**src/rtl/engine_csr.sv**
```systemverilog
// Wishbone control/status register block for the Levenshtein engine.
// Owns enable, word length, start command, done/error flags, result capture and interrupt.
module engine_csr #(
  parameter int DATA_WIDTH   = 8,
  parameter int LENGTH_WIDTH = 5,
  parameter int MAX_LENGTH   = 2**LENGTH_WIDTH-1,
  parameter int RESULT_WIDTH = 8
) (
  input  logic                    clk_i,
  input  logic                    rst_ni,
  input  logic                    cyc_i,
  input  logic                    stb_i,
  input  logic                    we_i,
  input  logic [1:0]              adr_i,
  input  logic [DATA_WIDTH-1:0]   dat_i,
  output logic                    ack_o,
  output logic                    err_o,
  output logic                    rty_o,
  output logic [DATA_WIDTH-1:0]   dat_o,
  output logic                    enabled_o,
  output logic [LENGTH_WIDTH-1:0] word_length_o,
  output logic                    start_o,
  input  logic                    busy_i,
  input  logic                    done_i,
  input  logic [RESULT_WIDTH-1:0] result_i,
  output logic                    irq_o
);

  localparam logic [1:0] ADR_CTRL   = 2'd0;
  localparam logic [1:0] ADR_CMD    = 2'd1;
  localparam logic [1:0] ADR_RESULT = 2'd2;
  localparam logic [1:0] ADR_RSVD   = 2'd3;
  localparam logic [LENGTH_WIDTH-1:0] MAX_LEN = LENGTH_WIDTH'(MAX_LENGTH);

  logic                    req;
  logic                    ctrl_wr;
  logic                    cmd_wr;
  logic                    start_ok;
  logic                    enable_q;
  logic                    irq_en_q;
  logic                    done_q;
  logic                    start_err_q;
  logic [LENGTH_WIDTH-1:0] word_length_q;
  logic [LENGTH_WIDTH-1:0] len_sat;
  logic [RESULT_WIDTH-1:0] result_q;
  logic [DATA_WIDTH-1:0]   rd_data;
  logic                    unused_dat;

  // A request is taken only while no response is outstanding, so a held strobe is not re-accepted.
  assign req      = cyc_i & stb_i & ~ack_o & ~err_o;
  assign ctrl_wr  = req & we_i & (adr_i == ADR_CTRL);
  assign cmd_wr   = req & we_i & (adr_i == ADR_CMD);
  assign start_ok = enable_q & ~busy_i & ~start_o;
  assign len_sat  = (dat_i[LENGTH_WIDTH-1:0] > MAX_LEN) ? MAX_LEN : dat_i[LENGTH_WIDTH-1:0];
  assign unused_dat = ^dat_i;

  always_comb begin
    rd_data = '0;
    case (adr_i)
      ADR_CTRL: begin
        rd_data[DATA_WIDTH-1]     = enable_q;
        rd_data[DATA_WIDTH-2]     = irq_en_q;
        rd_data[LENGTH_WIDTH-1:0] = word_length_q;
      end
      ADR_CMD: begin
        rd_data[0] = busy_i | start_o;
        rd_data[1] = done_q;
        rd_data[2] = start_err_q;
      end
      ADR_RESULT: rd_data[RESULT_WIDTH-1:0] = result_q;
      default: rd_data = '0;
    endcase
  end

  always_ff @(posedge clk_i or negedge rst_ni) begin
    if (!rst_ni) begin
      ack_o <= 1'b0;
      err_o <= 1'b0;
      dat_o <= '0;
    end else begin
      ack_o <= req & (adr_i != ADR_RSVD);
      err_o <= req & (adr_i == ADR_RSVD);
      if (req && !we_i) dat_o <= rd_data;
    end
  end

  always_ff @(posedge clk_i or negedge rst_ni) begin
    if (!rst_ni) begin
      enable_q      <= 1'b0;
      irq_en_q      <= 1'b0;
      word_length_q <= '0;
    end else if (ctrl_wr) begin
      enable_q      <= dat_i[DATA_WIDTH-1];
      irq_en_q      <= dat_i[DATA_WIDTH-2];
      word_length_q <= len_sat;
    end
  end

  // Set conditions take priority over the W1C clears on the same edge.
  always_ff @(posedge clk_i or negedge rst_ni) begin
    if (!rst_ni) begin
      start_o     <= 1'b0;
      start_err_q <= 1'b0;
      done_q      <= 1'b0;
      result_q    <= '0;
    end else begin
      start_o <= cmd_wr & dat_i[0] & start_ok;
      if (cmd_wr && dat_i[0] && !start_ok) start_err_q <= 1'b1;
      else if (cmd_wr && dat_i[2])         start_err_q <= 1'b0;
      if (done_i)                  done_q <= 1'b1;
      else if (cmd_wr && dat_i[1]) done_q <= 1'b0;
      if (done_i) result_q <= result_i;
    end
  end

  assign rty_o         = 1'b0;
  assign enabled_o     = enable_q;
  assign word_length_o = word_length_q;
  assign irq_o         = irq_en_q & done_q;

endmodule

```
**config.mk**
```make
export PLATFORM = sky130hd
export DESIGN_NAME = engine_csr
export DESIGN_NICKNAME = d
export VERILOG_FILES = /design/src/rtl/engine_csr.sv
export SDC_FILE = /design/constraint.sdc
export NUM_CORES = 1
export LEC_CHECK = 0
export ABC_AREA = 1
export ABC_CLOCK_PERIOD_IN_PS = 3100
export BUFFER_PORTS_ARGS = -buffer_cell sky130_fd_sc_hd__buf_2
export CORE_MARGIN = 3
export CORE_UTILIZATION = 30
export CTS_CLUSTER_SIZE = 40
export DETAILED_ROUTE_END_ITERATION = 10
export PLACE_DENSITY_LB_ADDON = 0.05
export REMOVE_ABC_BUFFERS = 1
export SYNTH_ARGS = -nofsm -noshare
export SYNTH_HDL_FRONTEND = slang
export SYNTH_SLANG_ARGS = --single-unit
```
**constraint.sdc**
```tcl
create_clock -name clk_i -period 3.1 [get_ports clk_i]
set_input_delay 0.775 -clock clk_i [delete_from_list [all_inputs] [get_ports clk_i]]
set_output_delay 0.775 -clock clk_i [all_outputs]
set_load 0.03 [all_outputs]
```
==> impl_metrics.csv, run 1 <==
group,metric,value,unit
finish,drive_above_1_share,33.8,%
pwr,p_sw,0.000318,W
clocking,post_cts_resized,0,
finish,stdcell_count,248,
run_status,outcome,"finished clean",
logic_synthesis,syn_inst,156,
detailed_routing,drtAntennaViolNets,0,
pwr,vdd_drop_max,193,uV
finish,multi_input_area,508,um2
floorplan,dieWidth,72.1,um
detailed_routing,drt_first_pass_iters,4,
pwr,p_sw_share,32.4,%
sta,setup_viol,0,
clocking,postCtsSetupBuffers,0,
worst_setup_path,reg2reg_from,"err_o",
logic_synthesis,synth_warnings,0,
logic_synthesis,yosys-top-cells-area,"dfrtp_1, nand2_1, o21ai_2",
logic_synthesis,yosys.area_share.adder,0,%
logic_synthesis,synth.mux.area_fraction,0,%
worst_setup_path,crit_buf_inv,2,
clocking,cts_hold_buf,0,
clocking,numClockSinks,28,
global_routing,use_met1,18.6,%
floorplan,die_height,72.1,um
clocking,clockBufferDepth,2,
finish,fillers,435,
detailed_routing,wl,2980,um
floorplan,ios,44,
floorplan,design.die.area,5200,um2
logic_synthesis,ys_async_sr_fraction,100,%
detailed_routing,via_per_inst,4.31,
logic_synthesis,yosys.cell_types.count,21,
clocking,clk_pin_slew_worst_paths,100,ps
logic_synthesis,ys_seq_area_share,53.5,%
global_routing,grt_pass1_vias,1084,
finish,areaGrowthSynthToFinish,24.2,%
placed_design,dp_cells,244,
finish,num_antenna_cells,0,
worst_setup_path,reg2reg_depth,6,
logic_synthesis,synth_top_area_share,53.5,%
pwr,p_per_area,604,nW/um2
logic_synthesis,synth_common_cells,"nand2_1, dfrtp_1, inv_1, o21ai_2",
sta,max_slew_margin,57.8,%
floorplan,initial_utilization,31.8,%
sta,fin_crit_sh,57.0,%
pwr,p_seq_share,45.8,%
clocking,cts_buffers,3,
min_path,hold_class,"register to register",
placed_design,pre_cts_slack,1370,ps
logic_synthesis,synth_top_area_cell,"dfrtp_1",
clocking,cts_root_buf,"clkbuf_8",
worst_setup_path,startpoint_type,"register",
logic_synthesis,synth_xor_area_share,0,%
global_routing,grt_start_max_net_pins,29,
logic_synthesis,synth_top_family_by_area,"simple AND/OR/NAND/NOR gates",
min_path,worstHoldStart,"dat_o[1]",
finish,fin_nets,224,
pwr,internal_power,0.000664,W
sta,worst_slew_pin_slew,634,ps
worst_setup_path,end_kind,"output pin",
pwr,comb_power_share,24.6,%
logic_synthesis,syn_area_per_cell,8.40,um2
worst_setup_path,crit_path_start,"irq_en_q",
global_routing,grtUsageTotal,12.8,%
sta,tns,0,ps
sta,fin_ws,1330,ps
clocking,h-tree-depth,1,
finish,regArea,701,um2
logic_synthesis,synth_ff_type,"dfrtp_1",
detailed_routing,drt_iter0_drc,61,
sta,final_max_slew_viol_count,0,
global_routing,grt_overflow,0,
worst_setup_path,worst_r2r_endpoint,"word_length_o[2]",
logic_synthesis,yosysMostFrequentCell,"nand2_1",
worst_setup_path,critPathArrivalTime,990,ps
pwr,clkPwrFrac,29.6,%
worst_setup_path,r2r_setup_slack,1820,ps
logic_synthesis,synth_edf_count,0,
run,cap_violations,0,
sta,hold_viol,0,
worst_setup_path,cpPeakStageDelay,410,ps
sta,rsz0062_at_grt,"no",
min_path,min_to,"dat_o[1]",
logic_synthesis,synth_area,1310,um2
min_path,holdPathStages,2,
floorplan,core-area,4120,um2
clocking,cts_tree,"done",
global_routing,grt_use_met2,19.1,%
logic_synthesis,synth_compound_area_share,8.50,%
sta,skew,3.26,ps
detailed_routing,avgRoutedWirePerCell,12.0,um
placed_design,gp_congestion,0.753,
global_routing,antenna_found_initial,0,
logic_synthesis,synth_seq_cells,28,
placed_design,io_buffers,41,
pwr,power.leakage,0.913,nW
worst_setup_path,cp_data_required_time,2320,ps
global_routing,grt_pass1_wl,5200,um
worst_setup_path,path_cells,"nand2_1, inv_1, buf_2",
global_routing,grt_use_met3,2.35,%
worst_setup_path,critPathMaxFanout,3,
worst_setup_path,critPathSlowestCell,"dfrtp_1",
clocking,clk_latency,270,ps
detailed_routing,drc,0,
detailed_routing,vias,1069,
floorplan,fp-row-count,23,
logic_synthesis,yosys.area_share.simple,30.0,%
worst_setup_path,crit_type,"register to output pin",
sta,period_minus_slack,1770,ps
global_routing,grt-busiest-layer,"met2",
worst_setup_path,cp_top_family,"flip-flops",
sta,clock.fmax,0.566,GHz
placed_design,dp_hpwl,2290,um
==> per-layer routing <==
| metal | part of all wire [%] | vias up |
|---|---|---|
| li1 | - | 564 |
| met1 | 49 | 475 |
| met2 | 46 | 28 |
| met4 | 0.74 | 0 |
| met5 | 0 | - |
| met3 | 4.7 | 2 |
==> per-stage QoR <==
stage	power, W	util, %	hold WS, ps	area (um2)
2_1_floorplan	0.000612	-	442	1290
3_3_place_gp	0.000698	37.8	459	1560
3_5_place_dp	0.000704	37.8	465	1560
4_1_cts	0.000998	39.5	490	1630
5_1_grt	0.00104	39.5	520	1630
6_report	0.000982	39.5	486	1630
==> worst reg2reg max path, cell delays in order (launching register included) <==
cell,delay [ps]
dfrtp_1,400
inv_1,50
nand2_1,60
nor2_2,210
nand3_4,250
nand2_1,150
o21ai_2,60
==> flip-flops by register name, indices dropped and copies added (netlist names) <==
| register | cells |
|---|---|
| word_length_o | 5 |
| enabled_o | 1 |
| err_o | 1 |
| ack_o | 1 |
| start_err_q | 1 |
| irq_en_q | 1 |
| dat_o | 8 |
| start_o | 1 |
| result_q | 8 |
| done_q | 1 |
==> power groups by stage <==
stage               registers, W  clock network, W  logic [W]
finish                  0.000450          0.000291   0.000242
CTS                     0.000451          0.000300   0.000246
global route            0.000458          0.000313   0.000269
floorplan               0.000522                 0  0.0000902
detailed placement      0.000458                 0   0.000246
global placement        0.000456                 0   0.000243
==> final cells by class <==
class                      instances  share of cell area [%]
inverter                          21                    4.85
clock buffer                       3                    2.54
timing repair buffer              41                    12.6
tap                               50                    3.85
clock inverter                     1                    1.85
sequential                        28                    43.1
multi-input combinational        104                    31.2
==> cells in the final DEF, fill, tap and decap left out, types with 4 or more instances in the layout <==
| master | instances |
|---|---|
| nand2_2 | 4 |
| o21ai_2 | 7 |
| inv_2 | 5 |
| inv_1 | 16 |
| o21ai_1 | 5 |
| nand2_1 | 64 |
| buf_2 | 41 |
| o21ai_0 | 4 |
| nor2_1 | 4 |
| dfrtp_1 | 28 |
| nand3_1 | 5 |
==> how the worst max path moves through the flow <==
stage	to	depth (start not counted)	slack [ps]
after floorplan	word_length_o[0]	5	1610
after global placement	word_length_o[3]	6	1380
after detailed placement	word_length_o[1]	6	1370
after CTS	irq_o	3	1310
after global routing	irq_o	3	1260
final	irq_o	3	1330
==> logic make-up after synthesis <==
logic type,Yosys count
DFF,28
and+or+nand+nor,86
AOI/OAI and AO/OA,17
other,1
buffers and inverters,24
No activity file was read; power rests on OpenSTA's default activity.
==> inputs of run 2 (changes only) <==
- ABC_AREA: 1 -> 0
- ABC_CLOCK_PERIOD_IN_PS: 3100 -> 1800
- clock period: 3.1 -> 1.8 ns (I/O delays scaled with it)
==> run 2 against run 1 <==
  * Clock power rose by 69%
  * Global-route usage fell by 0.77 points
  * Sequential share of layout area rose by 1.5 points
  * Final cell count fell by 25%
  * Via count fell by 17%
  * Critical path depth rose by 2
  * Clock-buffer cell count did not move
  * Largest cell class unchanged
  * Synthesized cell count fell by 38%
  * Die area fell by 5.1%
  * Combinational power rose by 93%
  * Total power rose by 78%
==> impl_metrics.csv, run 2 <==
group,metric,value,unit
logic_synthesis,synth_warnings,0,
finish,final_common_cell,"buf_2",
clocking,cts_hold_buf,0,
logic_synthesis,ys_seq_area_share,56.6,%
worst_setup_path,crit_type,"register to register",
global_routing,grt_overflow,0,
sta,whs,188,ps
placed_design,dp_hpwl,2060,um
logic_synthesis,synth_seq_cells,28,
worst_setup_path,startpoint_type,"register",
sta,rsz0062_at_grt,"no",
floorplan,die_height,70.2,um
clocking,numClockSinks,28,
placed_design,gp_congestion,0.774,
clocking,postCtsSetupBuffers,0,
logic_synthesis,synth_common_cells,"dfrtp_1, mux2_2, mux2i_1, nor2_1, o21ai_0",
detailed_routing,drtAntennaViolNets,0,
finish,fillers,393,
clocking,clk_pin_slew_worst_paths,100,ps
logic_synthesis,synth_ff_type,"dfrtp_1",
run,cap_violations,0,
worst_setup_path,critPathArrivalTime,1730,ps
logic_synthesis,synth_area,1240,um2
detailed_routing,drc,0,
floorplan,initial_utilization,32.3,%
sta,fin_ws,235,ps
placed_design,placed_area,1500,um2
sta,worst_slew_pin_slew,641,ps
logic_synthesis,yosys-top-cells-area,"dfrtp_1, mux2_2, mux2i_1",
pwr,power.leakage,0.766,nW
clocking,post_cts_resized,0,
logic_synthesis,synth_top_area_share,56.6,%
finish,design_area,1570,um2
detailed_routing,avgRoutedWirePerCell,14.7,um
detailed_routing,drt_first_pass_iters,4,
sta,final_max_slew_viol_count,0,
worst_setup_path,end_kind,"register",
logic_synthesis,syn_inst,97,
finish,final_cell_mix,"buf_2, dfrtp_1, mux2_2",
clocking,cts_root_buf,"clkbuf_8",
finish,fin_nets,165,
pwr,p_total,0.00175,W
finish,drive_above_1_share,49.6,%
clocking,cts_tree,"done",
detailed_routing,vias,887,
logic_synthesis,yosys.cell_types.count,28,
sta,skew,2.07,ps
placed_design,pre_cts_slack,162,ps
pwr,vdd_drop_max,344,uV
logic_synthesis,synth_top_area_cell,"dfrtp_1",
sta,fin_crit_sh,86.9,%
sta,max_slew_margin,57.3,%
floorplan,ios,44,
global_routing,antenna_found_initial,0,
detailed_routing,via_per_inst,4.74,
logic_synthesis,synth_edf_count,0,
clocking,clockBufferDepth,2,
min_path,hold_class,"primary input to async pin",
global_routing,grt_pass1_wl,4710,um
floorplan,dieWidth,70.2,um
sta,hold_viol,0,
run_status,outcome,"finished clean",
clocking,h-tree-depth,1,
finish,areaGrowthSynthToFinish,26.9,%
sta,period_minus_slack,1560,ps
global_routing,grt_start_max_net_pins,29,
clocking,cts_buffers,3,
logic_synthesis,syn_area_per_cell,12.8,um2
logic_synthesis,yosysMostFrequentCell,"dfrtp_1",
finish,num_antenna_cells,0,
global_routing,grt_pass1_vias,927,
detailed_routing,wl,2750,um
floorplan,design.die.area,4930,um2
global_routing,grtUsageTotal,12.0,%
worst_setup_path,cp_data_required_time,1970,ps
clocking,clk_latency,270,ps
floorplan,core-area,3830,um2
worst_setup_path,critPathMaxFanout,17,
sta,clock.fmax,0.639,GHz
detailed_routing,drt_iter0_drc,15,
sta,setup_viol,0,
floorplan,fp-row-count,22,
logic_synthesis,ys_async_sr_fraction,100,%
pwr,p_per_area,1120,nW/um2
placed_design,io_buffers,41,
==> run 2: report_power, final <==
group / leakage [nW] / switching [W] / total [W] / internal (W)
registers: 0.346 / 0.0000621 / 0.000792 / 0.000730
logic: 0.385 / 0.000287 / 0.000467 / 0.000179
clock network: 0.0357 / 0.000194 / 0.000492 / 0.000298
==> run 2: area by class of cell <==
class | instances | area [um2] | area share (%)
sequential | 28 | 701 | 44.6
multi-input combinational | 59 | 488 | 31.1
timing repair buffer | 46 | 243 | 15.5
tap | 48 | 60.1 | 3.82
clock buffer | 3 | 41.3 | 2.63
clock inverter | 1 | 30.0 | 1.91
inverter | 2 | 7.51 | 0.478
==> run 2: cell families after synthesis <==
group | count (synthesis) | synth area share [%]
other | 1 | 0.303
DFF | 28 | 56.6
and+or+nand+nor | 16 | 7.58
muxes | 23 | 20.3
AOI/OAI and AO/OA | 19 | 11.2
buffers and inverters | 10 | 3.94
==> run 2: through the flow <==
step | setup TNS [ps] | util (%) | instances
2_1_floorplan | -1240 | - | 89
3_3_place_gp | 0 | 39.2 | 183
3_5_place_dp | 0 | 39.2 | 183
4_1_cts | 0 | 41.0 | 187
5_1_grt | 0 | 41.0 | 187
6_report | 0 | 41.0 | 187
==> run 2: worst max-delay path: stages, from the launching register on <==
cell and delay [ps]:
dfrtp_1 390, nand4bb_1 180, buf_4 210, nor3_4 190, buf_4 160, mux2_2 330
==> run 2: path summary, 6_finish.rpt <==
path,from,end,slack [ps],cells past startpoint
min,rst_ni,err_o,190,1
max in group asynchronous,rst_ni,result_q[1],1200,1
min reg2reg,dat_o[1],dat_o[1],510,1
max reg2reg,err_o,word_length_o[3],240,5
min in group clk_i,dat_i[1],done_q,360,2
max,err_o,word_length_o[3],240,5
==> run 2: routing by layer <==
metal | vias up | wire, um | global-route usage (%)
met1 | 419 | 1330 | 17.3
met2 | 30 | 1220 | 17.7
met5 | - | 0 | 0
li1 | 434 | - | -
met3 | 4 | 177 | 2.88
met4 | 0 | 27 | 3.83
==> inputs of run 3 (changes only) <==
- ABC_CLOCK_PERIOD_IN_PS: 1800 -> 1700
- CORE_MARGIN: 3 -> 2
- clock period: 1.8 -> 1.7 ns (I/O delays scaled with it)
==> run 3 against run 2 <==
  * Flip-flop and latch count did not move
  * Sequential power rose by 6.1%
  * First-iteration DRC count rose to 2.7 times the previous value
  * Critical path depth fell by 1
  * Clock power fell by 17%
  * Total power fell by 0.16%
  * Combinational power rose by 7.1%
  * Critical endpoint is now dat_o[1]
  * Largest cell class unchanged
  * Highest routed layer unchanged
==> impl_metrics.csv, run 3 (synthesis gave the netlist of run 2 again) <==
group,metric,value,unit
floorplan,design.die.area,4650,um2
worst_setup_path,critPathSlowestCell,"dfrtp_1",
sta,max_slew_margin,58.4,%
global_routing,grtUsageTotal,13.6,%
detailed_routing,wl,2810,um
sta,final_max_slew_viol_count,0,
finish,areaGrowthSynthToFinish,28.6,%
finish,fin_nets,168,
finish,fillers,389,
placed_design,placed_area,1520,um2
min_path,hold_class,"primary input to async pin",
placed_design,dp_hpwl,2120,um
pwr,vdd_drop_max,631,uV
floorplan,core-area,3970,um2
clocking,clk_pin_slew_worst_paths,90,ps
detailed_routing,drtAntennaViolNets,0,
global_routing,grt_overflow,0,
clocking,cts_hold_buf,0,
sta,setup_viol,0,
global_routing,grt_pass1_wl,4600,um
global_routing,grt_use_met2,23.8,%
pwr,p_total,0.00175,W
sta,rsz0062_at_grt,"no",
worst_setup_path,reg2reg_depth,4,
global_routing,use_met1,16.9,%
global_routing,grt_use_met3,3.45,%
worst_setup_path,end_kind,"register",
sta,fin_crit_sh,91.6,%
global_routing,grt_pass1_vias,944,
floorplan,die_height,68.2,um
global_routing,antenna_found_initial,0,
sta,worst_slew_pin_slew,623,ps
placed_design,gp_congestion,0.755,
clocking,clk_latency,270,ps
worst_setup_path,cpPeakStageDelay,380,ps
floorplan,dieWidth,68.2,um
sta,tns,0,ps
finish,num_antenna_cells,0,
sta,period_minus_slack,1560,ps
pwr,p_per_area,1100,nW/um2
sta,hold_viol,0,
worst_setup_path,crit_type,"register to register",
detailed_routing,via_per_inst,4.88,
clocking,numClockSinks,28,
clocking,cts_root_buf,"clkbuf_8",
clocking,cts_buffers,3,
pwr,power.leakage,0.776,nW
worst_setup_path,critPathMaxFanout,6,
sta,skew,2.08,ps
detailed_routing,avgRoutedWirePerCell,14.6,um
detailed_routing,drt_first_pass_iters,4,
worst_setup_path,critPathArrivalTime,1720,ps
finish,final_common_cell,"buf_2",
clocking,cts_tree,"done",
placed_design,io_buffers,41,
worst_setup_path,path_cells,"nand4bb_2, buf_4, nor2_2, mux2_2",
floorplan,fp-row-count,23,
finish,drive_above_1_share,52.8,%
global_routing,grt_start_max_net_pins,29,
finish,final_util,40.1,%
sta,clock.fmax,0.642,GHz
detailed_routing,drt_iter0_drc,41,
worst_setup_path,worst_r2r_endpoint,"dat_o[1]",
floorplan,ios,44,
worst_setup_path,reg2reg_from,"err_o",
detailed_routing,vias,936,
worst_setup_path,r2r_setup_slack,140,ps
finish,final_cell_mix,"buf_2, dfrtp_1, mux2_2",
floorplan,initial_utilization,31.2,%
clocking,h-tree-depth,1,
run,cap_violations,0,
finish,stdcell_count,192,
worst_setup_path,cp_data_required_time,1860,ps
worst_setup_path,startpoint_type,"register",
clocking,clockBufferDepth,2,
placed_design,dp_cells,188,
global_routing,grt-busiest-layer,"met2",
run_status,outcome,"finished clean",
detailed_routing,drc,0,
finish,design_area,1590,um2
run 3: timing repair:
item | in CTS | in global routing
hold endpoints to repair | 0 | 0
setup buffers | 0 | 0
resized for setup | 1 | 2
setup endpoints to repair | 2 | 5
gates cloned | 0 | 0
run 3: critical path: cells and delay by family, from the launching register on:
family | cells | cell delay (ps)
flops | 1 | 380
buf+inv | 1 | 210
simple gates | 2 | 480
mux | 1 | 370
run 3: cell type report:
| cell class | count | area, um2 | share of cell area (%) |
|---|---|---|---|
| inverters | 2 | 7.51 | 0.472 |
| well taps | 50 | 62.6 | 3.93 |
| repair buffers | 49 | 265 | 16.7 |
| multi-input cells | 59 | 500 | 31.4 |
| flip-flops and latches | 28 | 701 | 44.0 |
| clock buffers | 4 | 55.1 | 3.46 |
run 3: per-layer routing:
layer | up-vias | wire length, um
met2 | 36 | 1400
met4 | 0 | 23
met1 | 456 | 1210
met3 | 2 | 180
met5 | - | 0
li1 | 442 | -
run 3: worst max-delay path by stage:
stage,from,endpoint,depth (start not counted)
2_1_floorplan,err_o,enabled_o,3
3_3_place_gp,cyc_i,dat_o[2],5
3_5_place_dp,cyc_i,dat_o[1],5
4_1_cts,err_o,start_o,5
5_1_grt,err_o,dat_o[2],4
6_report,err_o,dat_o[1],4
run 3: report_power, final:
group	total (W)	internal, W	switching (W)
clock	0.000408	0.000207	0.000201
combinational	0.000500	0.000194	0.000307
sequential	0.000840	0.000773	0.0000669
total	0.00175	0.00117	0.000574
run 3: metrics by stage:
stage	setup slack, ps	hold WS, ps
3_5_place_dp	-76.7	481
4_1_cts	38.6	178
3_3_place_gp	-27.4	484
5_1_grt	52.7	197
6_report	143	160
2_1_floorplan	-265	129
